$ cat src/rtl/alu_sched_pkg.sv
// Shared types and constants for the two-requester ALU scheduler.
// Contents:
//   W, OPW   - operand/result width and opcode width
//   state_t  - scheduler FSM state encoding
//   cmd_t    - one ALU command (operands, carry-in, opaque opcode)
package alu_sched_pkg;

  localparam int W   = 16;
  localparam int OPW = 3;

  typedef enum logic [1:0] {
    IDLE = 2'd0,
    EXEC = 2'd1,
    RESP = 2'd2
  } state_t;

  typedef struct packed {
    logic [W-1:0]   a;
    logic [W-1:0]   b;
    logic           cin;
    logic [OPW-1:0] opc;
  } cmd_t;

endpackage

$ cat src/rtl/rr_arb2.sv
// Two-way round-robin arbiter, purely combinational.
// Ports:
//   req_valid  in  2  request vector, bit i = requester i
//   last_grant in  1  requester granted on the previous accepted transfer
//   grant      out 2  one-hot grant, or zero when nothing is requested
module rr_arb2 (
  input  logic [1:0] req_valid,
  input  logic       last_grant,
  output logic [1:0] grant
);

  // A lone request always wins; under contention the requester that did
  // not win last time gets the grant.
  always_comb begin
    grant    = 2'b00;
    grant[0] = req_valid[0] & (~req_valid[1] | last_grant);
    grant[1] = req_valid[1] & (~req_valid[0] | ~last_grant);
  end

endmodule

$ cat src/rtl/alu_rr_sched.sv
// Round-robin scheduler sharing one combinational ALU between two requesters.
// Ports:
//   clk, rst                 clock and synchronous active-high reset
//   req_valid / req_ready    per-requester command handshake (ready one-hot or zero)
//   req{0,1}_a/_b/_cin/_opc  command fields per requester
//   alu_a/_b/_cin/_opc       registered ALU operand drive
//   alu_w/_zero/_neg         ALU result and flags
//   rsp_valid / rsp_ready    response handshake
//   rsp_id/_w/_zero/_neg     captured response and its owner
//   busy                     high whenever an operation is in flight
//
// state | meaning
// IDLE  | waiting for a command; grants one requester combinationally
// EXEC  | ALU inputs held, counting settle cycles
// RESP  | response presented until rsp_ready
module alu_rr_sched
  import alu_sched_pkg::*;
#(
  parameter int EXEC_CYCLES = 2
) (
  input  logic           clk,
  input  logic           rst,
  input  logic [1:0]     req_valid,
  output logic [1:0]     req_ready,
  input  logic [W-1:0]   req0_a,
  input  logic [W-1:0]   req0_b,
  input  logic           req0_cin,
  input  logic [OPW-1:0] req0_opc,
  input  logic [W-1:0]   req1_a,
  input  logic [W-1:0]   req1_b,
  input  logic           req1_cin,
  input  logic [OPW-1:0] req1_opc,
  output logic [W-1:0]   alu_a,
  output logic [W-1:0]   alu_b,
  output logic           alu_cin,
  output logic [OPW-1:0] alu_opc,
  input  logic [W-1:0]   alu_w,
  input  logic           alu_zero,
  input  logic           alu_neg,
  output logic           rsp_valid,
  input  logic           rsp_ready,
  output logic           rsp_id,
  output logic [W-1:0]   rsp_w,
  output logic           rsp_zero,
  output logic           rsp_neg,
  output logic           busy
);

  localparam logic [3:0] EXEC_LAST = 4'(EXEC_CYCLES - 1);

  state_t       state;
  cmd_t         cmd_q;
  cmd_t         cmd_sel;
  logic [3:0]   exec_cnt;
  logic         last_grant;
  logic         owner;
  logic [1:0]   grant;
  logic         accept;
  logic [W-1:0] rsp_w_q;
  logic         rsp_zero_q;
  logic         rsp_neg_q;

  rr_arb2 u_arb (
    .req_valid  (req_valid),
    .last_grant (last_grant),
    .grant      (grant)
  );

  // Ready is gated by rst so no requester sees a handshake during reset.
  always_comb begin
    req_ready = 2'b00;
    if (state == IDLE && !rst) begin
      req_ready = grant;
    end
  end

  assign accept = |(req_valid & req_ready);

  always_comb begin
    cmd_sel = req_ready[1] ? cmd_t'{req1_a, req1_b, req1_cin, req1_opc}
                           : cmd_t'{req0_a, req0_b, req0_cin, req0_opc};
  end

  always_ff @(posedge clk) begin
    if (rst) begin
      state      <= IDLE;
      cmd_q      <= '0;
      exec_cnt   <= 4'd0;
      last_grant <= 1'b1;
      owner      <= 1'b0;
      rsp_w_q    <= '0;
      rsp_zero_q <= 1'b0;
      rsp_neg_q  <= 1'b0;
    end else begin
      case (state)
        IDLE: begin
          if (accept) begin
            cmd_q      <= cmd_sel;
            owner      <= req_ready[1];
            last_grant <= req_ready[1];
            exec_cnt   <= 4'd0;
            state      <= EXEC;
          end
        end
        EXEC: begin
          exec_cnt <= exec_cnt + 4'd1;
          if (exec_cnt == EXEC_LAST) begin
            rsp_w_q    <= alu_w;
            rsp_zero_q <= alu_zero;
            rsp_neg_q  <= alu_neg;
            state      <= RESP;
          end
        end
        RESP: begin
          if (rsp_ready) begin
            state <= IDLE;
          end
        end
        default: state <= IDLE;
      endcase
    end
  end

  // ALU drive keeps the last command after completion.
  assign alu_a     = cmd_q.a;
  assign alu_b     = cmd_q.b;
  assign alu_cin   = cmd_q.cin;
  assign alu_opc   = cmd_q.opc;

  assign rsp_valid = (state == RESP);
  assign rsp_id    = owner;
  assign rsp_w     = rsp_w_q;
  assign rsp_zero  = rsp_zero_q;
  assign rsp_neg   = rsp_neg_q;
  assign busy      = (state != IDLE);

endmodule
$ cat config.mk
export PLATFORM = sky130hd
export DESIGN_NAME = alu_rr_sched
export DESIGN_NICKNAME = d
export VERILOG_FILES = /design/src/rtl/alu_sched_pkg.sv /design/src/rtl/rr_arb2.sv /design/src/rtl/alu_rr_sched.sv
export SDC_FILE = /design/constraint.sdc
export NUM_CORES = 1
export LEC_CHECK = 0
export BUFFER_PORTS_ARGS = -buffer_cell sky130_fd_sc_hd__buf_2
export CORE_MARGIN = 1.5
export CORE_UTILIZATION = 25
export CTS_CLUSTER_DIAMETER = 100
export DETAILED_ROUTE_END_ITERATION = 12
export GPL_TIMING_DRIVEN = 0
export PLACE_DENSITY = 0.49
export SLEW_MARGIN = 20
export SYNTH_ARGS = -nofsm -noshare
export SYNTH_HDL_FRONTEND = slang
export SYNTH_SLANG_ARGS = --single-unit
$ cat constraint.sdc
create_clock -name clk -period 4.1 [get_ports clk]
set_input_delay 0.82 -clock clk [delete_from_list [all_inputs] [get_ports clk]]
set_output_delay 0.82 -clock clk [all_outputs]
set_load 0.1 [all_outputs]
==> results of run 1 <==
report_power, final:
part	total (mW)	switching (mW)	internal (mW)
clock	0.724	0.297	0.427
combinational	1.08	0.843	0.242
sequential	0.726	0.0470	0.678
placed cells by master (no fill, tap or decap), types with 2 or more instances in the layout:
cell	n
diode_2	2
buf_6	12
buf_2	164
nor2_1	3
o21ai_1	33
o32ai_1	2
buf_4	5
nand2b_1	3
a21oi_1	57
clkbuf_1	11
nand3_1	55
or3_1	2
clkbuf_16	9
clkinv_4	2
inv_1	5
a311oi_1	37
ha_1	2
dfxtp_1	62
or2_2	2
o21ai_0	24
clkinvlp_4	4
critical path: stages:
cell and delay (ns):
buf_2 0.11, or3_1 0.30, buf_4 0.20, a211oi_2 0.27
buf_2 0.49
final timing paths:
path | from | end | depth (start not counted)
setup reg to reg | exec_cnt[0] | rsp_w[6] | 6
hold reg to reg | rsp_w[4] | rsp_w[4] | 2
hold / removal | rsp_w[4] | rsp_w[4] | 2
setup / recovery | rst | req_ready[0] | 5
synth_stat cells:
cell type	n
a21bo_1	1
buf_1	1
or3b_1	1
buf_4	5
nor3_4	1
o32ai_1	2
o21ai_1	33
ha_1	2
o21a_1	1
nand2_1	1
buf_2	11
dfxtp_1	62
nor2_1	3
a21boi_4	1
or2_2	2
a41oi_1	1
nand2b_1	3
a211oi_2	1
buf_6	12
or3_1	2
nor2b_1	1
a311oi_1	37
o211ai_1	1
a21oi_1	57
inv_1	5
clkbuf_2	1
nand3_1	55
o21ai_0	24
and2b_1	1
a211oi_1	1
a22oi_1	1
nor2_8	1
clkbuf_1	11
nor3b_1	1
layout make-up:
| cell class | count | area (um^2) | area share (%) |
|---|---|---|---|
| diodes | 2 | 5.00 | 0.119 |
| clock buffers | 10 | 239 | 5.70 |
| multi-input cells | 235 | 1420 | 33.8 |
| inverters | 5 | 18.8 | 0.448 |
| plain buffers | 41 | 278 | 6.63 |
| clock inverters | 6 | 47.5 | 1.13 |
| well taps | 143 | 179 | 4.27 |
| flip-flops and latches | 62 | 1240 | 29.6 |
| repair buffers | 153 | 766 | 18.3 |
state kept, by name, summed over array words and instances, names as in the netlist:
register,cells
rsp_neg,1
alu_b,16
alu_a,16
rsp_w,16
last_grant,1
alu_opc,3
rsp_id,1
state,2
exec_cnt,4
alu_cin,1
rsp_zero,1
layer usage:
metal  wire (um)  vias up  GRT usage, %  part of all wire [%]
li1            -     1644             -                     -
met1        4910     1538          21.8                    47
met2        4840      115          27.1                    46
met3         714        8          5.28                   6.8
met4          74        0          3.29                  0.70
met5           0        -             0                     0
cells by family after synthesis:
family | count (synthesis)
AOI/OAI and AO/OA | 161
adders and majority gates | 2
buffers and inverters | 46
DFF | 62
and+or+nand+nor | 72
==> flow_summary.json, run 1 <==
{
  "finalPower_mw": 2.53,
  "clock_skew_ns": 0.00864,
  "crit_type": "in2out",
  "post_cts_resized": 0,
  "nNetsFinal": 604,
  "maxSlewViolCount": 0,
  "dr.pass1.iters": 4,
  "drt_iter0_markers": 227,
  "cts.path.max_buffers": 2,
  "grt_max_degree": 13,
  "post_drt_via_cell_ratio": 5.03,
  "numCtsBuffers": 9,
  "total_leakage_power_nw": 1.76,
  "fillCellCount": 1254,
  "grt_pass1_wl_um": 16700,
  "fin_cells": 657,
  "maxCapViolations": 0,
  "cp-end-kind": "output port",
  "min_path_type": "reg2reg",
  "synth.avg_cell_area_um2": 8.62,
  "die_x_um": 112,
  "finalSetupTns_ns": 0,
  "cts_hold_buf": 0,
  "synthAdderAreaFrac_pct": 0.847,
  "setup_violations": 0,
  "cp-start-kind": "input pin",
  "syn_inst": 343,
  "synth_compound_area_share_pct": 33.6,
  "vias": 3305,
  "synth_top_area_share_pct": 42.0,
  "syn_to_final_growth_pct": 41.8,
  "io_pins": 154,
  "rsz0062_at_grt": "no",
  "port_buffers": 153,
  "die-area_um2": 12500,
  "ir_drop_v": 0.000233,
  "initial_utilization_pct": 25.8,
  "post_cts_buffers": 0,
  "p_per_area_nw_per_um2": 604,
  "core-area_um2": 11500,
  "grt_pass1_vias": 3204,
  "fmaxAchievable_ghz": 0.331,
  "drc": 0,
  "finalHoldViolCount": 0,
  "ant_nets": 0,
  "layout-drive-gt1-share_pct": 39.8,
  "place.detailed.hpwl_um": 7560,
  "synth_top_family_by_area": "compound AO/OA/AOI/OAI gates",
  "synthSimpleGateAreaFrac_pct": 13.5,
  "path_max_fanout": 7,
  "antenna_found_initial": 2,
  "gp_congestion": 0.744,
  "synth_area_um2": 2960,
  "worst_slew_pin_slew_ns": 0.670,
  "ff2ff_setup_slack_ns": 2.30,
  "htree_levels": 3,
  "finalWorstSetupSlack_ns": 1.08,
  "worst_skew_pair.late_latency_ns": 0.33,
  "cts-root-buf": "clkbuf_16",
  "max-slew-margin-rel_pct": 55.2,
  "ys_types": 34,
  "yosys.area.top_type": "dfxtp_1",
  "utilization_pct": 36.6,
  "whs_ns": 0.473,
  "fin_area_um2": 4190,
  "dpl.cell_count": 639,
  "synth.yosys.seq_area_share_pct": 42.0,
  "ys_ff_latch": 62,
  "worstPathArrival_ns": 2.20,
  "ys_top_cells_by_area": "dfxtp_1 42%, a311oi_1 11%, a21oi_1 9.7%, nand3_1 9.3%, o21ai_1 5.6%",
  "cts_tree": "done",
  "clk_pin_slew_ns": 0.06,
  "wl_um": 10500,
  "dp_worst_setup_slack_ns": 1.08,
  "cp.required_ns": 3.28,
  "min_period_ns": 3.02,
  "routedWlPerCell_um": 16.0,
  "yosys_warnings": 0,
  "placed_area_um2": 3900,
  "status": "complete, no violations",
  "grt_overflow": 0,
  "cts.sinks": 62,
  "synth_nets": 440,
  "rows": 39,
  "synth_xor_xnor_area_share_pct": 0,
  "post-route-period-util_pct": 73.6,
  "die-height_um": 112,
  "synth_mux_area_share_pct": 0,
  "grt_usage_pct": 16.6
}
Note: power is estimated with default switching activity, not from simulation.
==> run 2: changes to the inputs <==
--- a/config.mk
+++ b/config.mk
@@ -11,7 +11,7 @@
 export CTS_CLUSTER_DIAMETER = 100
 export DETAILED_ROUTE_END_ITERATION = 12
 export GPL_TIMING_DRIVEN = 0
-export PLACE_DENSITY = 0.49
+export PLACE_DENSITY = 0.51
 export SLEW_MARGIN = 20
 export SYNTH_ARGS = -nofsm -noshare
 export SYNTH_HDL_FRONTEND = slang
==> constraint.sdc (replaced) <==
create_clock -name clk -period 2.75 [get_ports clk]
set_input_delay 0.55 -clock clk [delete_from_list [all_inputs] [get_ports clk]]
set_output_delay 0.55 -clock clk [all_outputs]
set_load 0.1 [all_outputs]
==> flow_summary.json, run 2 (synthesis gave the netlist of run 1 again) <==
{
  "vias": 3318,
  "core-area_um2": 11500,
  "whs_ns": 0.475,
  "antenna_found_initial": 0,
  "min_period_ns": 2.60,
  "finalHoldViolCount": 0,
  "maxCapViolations": 0,
  "cp-start-kind": "flip-flop",
  "drt_iter0_markers": 225,
  "die-height_um": 112,
  "min_path_type": "in2reg",
  "finalWorstSetupSlack_ns": 0.151,
  "grt_pass1_wl_um": 16400,
  "initial_utilization_pct": 25.8,
  "io_pins": 154,
  "worstPathArrival_ns": 2.05,
  "diodes": 0,
  "syn_to_final_growth_pct": 43.0,
  "numCtsBuffers": 9,
  "max-slew-margin-rel_pct": 61.1,
  "setup_violations": 0,
  "p_per_area_nw_per_um2": 929,
  "maxSlewViolCount": 0,
  "path_max_fanout": 7,
  "met3_length_um": 780,
  "dpl.cell_count": 639,
  "utilization_pct": 36.9,
  "status": "complete, no violations",
  "cts.sinks": 62,
  "cts_tree": "done",
  "grt_overflow": 0,
  "total_leakage_power_nw": 1.79,
  "htree_levels": 3,
  "rsz0062_at_grt": "no",
  "place.detailed.hpwl_um": 7460,
  "dp_worst_setup_slack_ns": 0.267,
  "ir_drop_v": 0.000308,
  "clock_skew_ns": 0.00565,
  "cp-end-kind": "output port",
  "path_delay_family": "buffers and inverters",
  "fin_cells": 655,
  "max_stage_delay_ns": 0.48,
  "drc": 0,
  "path_cells": "or3_1 -> buf_4 -> a211oi_4 -> buf_2",
  "crit_slowest_cell": "buf_2",
  "worst_skew_pair.late_latency_ns": 0.32,
  "grt_pass1_vias": 3187,
  "worst_slew_pin_slew_ns": 0.581,
  "post-route-period-util_pct": 94.5,
  "fmaxAchievable_ghz": 0.385,
  "ant_nets": 0,
  "cp_num_buf_inv": 2,
  "cts_hold_buf": 0,
  "wl_um": 10400,
  "grt_usage_pct": 16.3,
  "wl_met2_um": 4680,
  "top_layer": "met4",
  "cts.path.max_buffers": 2,
  "layout-drive-gt1-share_pct": 39.6,
  "port_buffers": 153,
  "nNetsFinal": 604,
  "post_drt_via_cell_ratio": 5.07,
  "placed_area_um2": 3910,
  "post_cts_resized": 0,
  "gp_congestion": 0.786,
  "cts-root-buf": "clkbuf_16",
  "crit_type": "reg2out",
  "finalPower_mw": 3.93,
  "die-area_um2": 12500,
  "drt-met1-wl_um": 4840,
  "dr.pass1.iters": 4,
  "rows": 39,
  "grt_max_degree": 11,
  "clk_pin_slew_ns": 0.05,
  "die_x_um": 112,
  "fin_area_um2": 4230,
  "mostFrequentLayoutCells": "164 x buf_2, 62 x dfxtp_1, 57 x a21oi_1, 55 x nand3_1, 37 x a311oi_1",
  "routedWlPerCell_um": 15.8,
  "post_cts_buffers": 0,
  "cp.required_ns": 2.20,
  "final_common_cell": "buf_2",
  "finalSetupTns_ns": 0
}
-- run 2: cell count changes in the layout (fill, tap and decap cells not counted), sizes merged --
| cell | before | now |
|---|---|---|
| diode | 2 | 0 |
| bufinv | 0 | 2 |
| clkinvlp | 4 | 0 |
| clkbuf | 22 | 24 |
-- run 2: layout make-up --
type,instances,area (um^2)
fillers,1221,7240
multi-input cells,235,1430
flip-flops and latches,62,1240
repair buffers,153,766
plain buffers,41,278
clock buffers,12,246
well taps,143,179
clock inverters,4,70.1
inverters,5,18.8
-- run 2: final timing paths --
check | start | endpoint | slack, ns | cells after the start
worst max-delay path | state[0] | req_ready[0] | 0.15 | 4
worst min-delay path | alu_w[0] | rsp_w[0] | 0.47 | 3
worst max register to register | exec_cnt[0] | rsp_w[6] | 0.98 | 6
worst min register to register | rsp_w[1] | rsp_w[1] | 0.48 | 2
-- run 2: worst reg2reg max path: cells and delay by family (launching register included) --
| kind | cells | cell delay, ns |
|---|---|---|
| buffers and inverters | 2 | 0.42 |
| AND/OR/NAND/NOR | 1 | 0.34 |
| adder cells (fa/ha/maj) | 1 | 0.19 |
| flip-flops | 1 | 0.42 |
| AO/OA/AOI/OAI | 2 | 0.27 |
-- run 2: report_power, final --
group	switching, mW	internal (mW)
logic	1.25	0.362
clock network	0.411	0.816
registers	0.0711	1.01
total	1.74	2.19
-- run 2: layer usage --
| layer | GRT usage (%) | up-vias |
|---|---|---|
| met5 | 0 | - |
| met4 | 4.56 | 0 |
| met3 | 4.84 | 7 |
| met2 | 25.4 | 117 |
| met1 | 22.0 | 1564 |
| li1 | - | 1630 |
==> run 3: changes to the inputs <==
--- a/config.mk
+++ b/config.mk
@@ -6,7 +6,6 @@
 export NUM_CORES = 1
 export LEC_CHECK = 0
 export BUFFER_PORTS_ARGS = -buffer_cell sky130_fd_sc_hd__buf_2
-export CORE_MARGIN = 1.5
 export CORE_UTILIZATION = 25
 export CTS_CLUSTER_DIAMETER = 100
 export DETAILED_ROUTE_END_ITERATION = 12
==> flow_summary.json, run 3 (synthesis gave the netlist of run 1 again) <==
{
  "post_cts_resized": 0,
  "maxSlewViolCount": 0,
  "die-height_um": 111,
  "core-area_um2": 11500,
  "total_leakage_power_nw": 1.77,
  "finalWorstSetupSlack_ns": 0.157,
  "wl_um": 10200,
  "cp-end-kind": "output port",
  "fin_cells": 654,
  "finalSetupTns_ns": 0,
  "diodes": 0,
  "dpl.cell_count": 639,
  "drc": 0,
  "layout-drive-gt1-share_pct": 39.7,
  "fin_area_um2": 4200,
  "die-area_um2": 12300,
  "post-route-period-util_pct": 94.3,
  "path_cells": "or3_1 -> buf_4 -> a211oi_4 -> buf_2",
  "seqPwrFrac_pct": 28.3,
  "ir_drop_v": 0.000330,
  "met2_usage_pct": 26.4,
  "cts_hold_buf": 0,
  "min_period_ns": 2.59,
  "initial_utilization_pct": 25.8,
  "crit_type": "reg2out",
  "p_per_area_nw_per_um2": 911,
  "met1_usage_pct": 20.9,
  "dr.pass1.iters": 4,
  "grt_pass1_wl_um": 16300,
  "die_x_um": 111,
  "worstPathArrival_ns": 2.04,
  "grt-busiest-layer": "met2",
  "grt_max_degree": 11,
  "grt_usage_pct": 16.5,
  "max_stage_delay_ns": 0.48,
  "port_buffers": 153,
  "max-slew-margin-rel_pct": 58.4,
  "htree_levels": 3,
  "grt_overflow": 0,
  "place.detailed.hpwl_um": 7380,
  "switching_share_pct": 45.3,
  "nNetsFinal": 604,
  "use_met3_pct": 5.52,
  "whs_ns": 0.471,
  "power.net_switching_mw": 1.73,
  "rows": 39,
  "path_max_fanout": 7,
  "cp.required_ns": 2.20,
  "status": "complete, no violations",
  "crit_slowest_cell": "buf_2",
  "gp_congestion": 0.724,
  "cts-root-buf": "clkbuf_16",
  "post_drt_via_cell_ratio": 5.02,
  "worst_slew_pin_slew_ns": 0.622,
  "vias": 3284,
  "cts.sinks": 62,
  "syn_to_final_growth_pct": 42.1,
  "ant_nets": 0,
  "maxCapViolations": 0,
  "utilization_pct": 36.6,
  "numCtsBuffers": 9,
  "clock_skew_ns": 0.00809,
  "p_int_mw": 2.09,
  "finalPower_mw": 3.83,
  "clockPowerShare_pct": 29.5,
  "io_pins": 154,
  "setup_violations": 0,
  "antenna_found_initial": 1,
  "cts_tree": "done",
  "mostFrequentLayoutCells": "164 x buf_2, 62 x dfxtp_1, 57 x a21oi_1, 55 x nand3_1, 37 x a311oi_1",
  "routedWlPerCell_um": 15.6,
  "dp_worst_setup_slack_ns": 0.297,
  "clk_pin_slew_ns": 0.05,
  "cp-start-kind": "flip-flop",
  "cts.path.max_buffers": 2,
  "post_cts_buffers": 0,
  "final_common_cell": "buf_2",
  "rsz0062_at_grt": "no",
  "p_comb_share_pct": 42.2,
  "min_path_type": "in2reg",
  "worst_skew_pair.late_latency_ns": 0.33,
  "fmaxAchievable_ghz": 0.386,
  "finalHoldViolCount": 0,
  "drt_iter0_markers": 225,
  "grt_pass1_vias": 3183,
  "placed_area_um2": 3910
}
-- run 3: changes by cell type in the layout (fill, tap and decap cells not counted) --
cell / previous run / this run
clkinvlp_4: 0 / 1
clkbuf_1: 13 / 12
bufinv_16: 2 / 1
-- run 3: worst max-delay path, delay by kind of cell, from the launching register on --
family	cells	cell delay, ns
AOI/OAI and AO/OA	1	0.27
buffers and inverters	2	0.68
DFF	1	0.37
and+or+nand+nor	1	0.39
-- run 3: final timing paths --
kind               start      endpoint  slack (ns)  cells past startpoint
max reg2reg  exec_cnt[0]      rsp_w[6]        0.97                      6
min reg2reg    rsp_w[11]     rsp_w[11]        0.47                      2
min             alu_w[5]      rsp_w[5]        0.47                      3
max             state[0]  req_ready[0]        0.16                      4
-- run 3: metal layers --
metal / share of wire [%] / vias up
met5: 0 / -
met4: 1.0 / 0
met3: 7.6 / 11
met2: 46 / 121
met1: 46 / 1518
li1: - / 1634
-- run 3: power groups by stage --
stage | combinational (mW) | clock, mW | sequential (mW)
2_1_floorplan | 0.583 | 0 | 1.80
3_3_place_gp | 1.62 | 0 | 1.10
3_5_place_dp | 1.62 | 0 | 1.10
4_1_cts | 1.62 | 1.15 | 1.08
5_1_grt | 1.70 | 1.20 | 1.10
6_report | 1.61 | 1.13 | 1.08
-- run 3: final cells by class --
| cell class | count | area, um^2 |
|---|---|---|
| Buffer | 41 | 278 |
| Inverter | 5 | 18.8 |
| Fill cell | 1240 | 7270 |
| Tap cell | 143 | 179 |
| Timing Repair Buffer | 153 | 766 |
| Clock inverter | 4 | 47.5 |
| Multi-Input combinational cell | 235 | 1430 |
| Clock buffer | 11 | 243 |
| Sequential cell | 62 | 1240 |
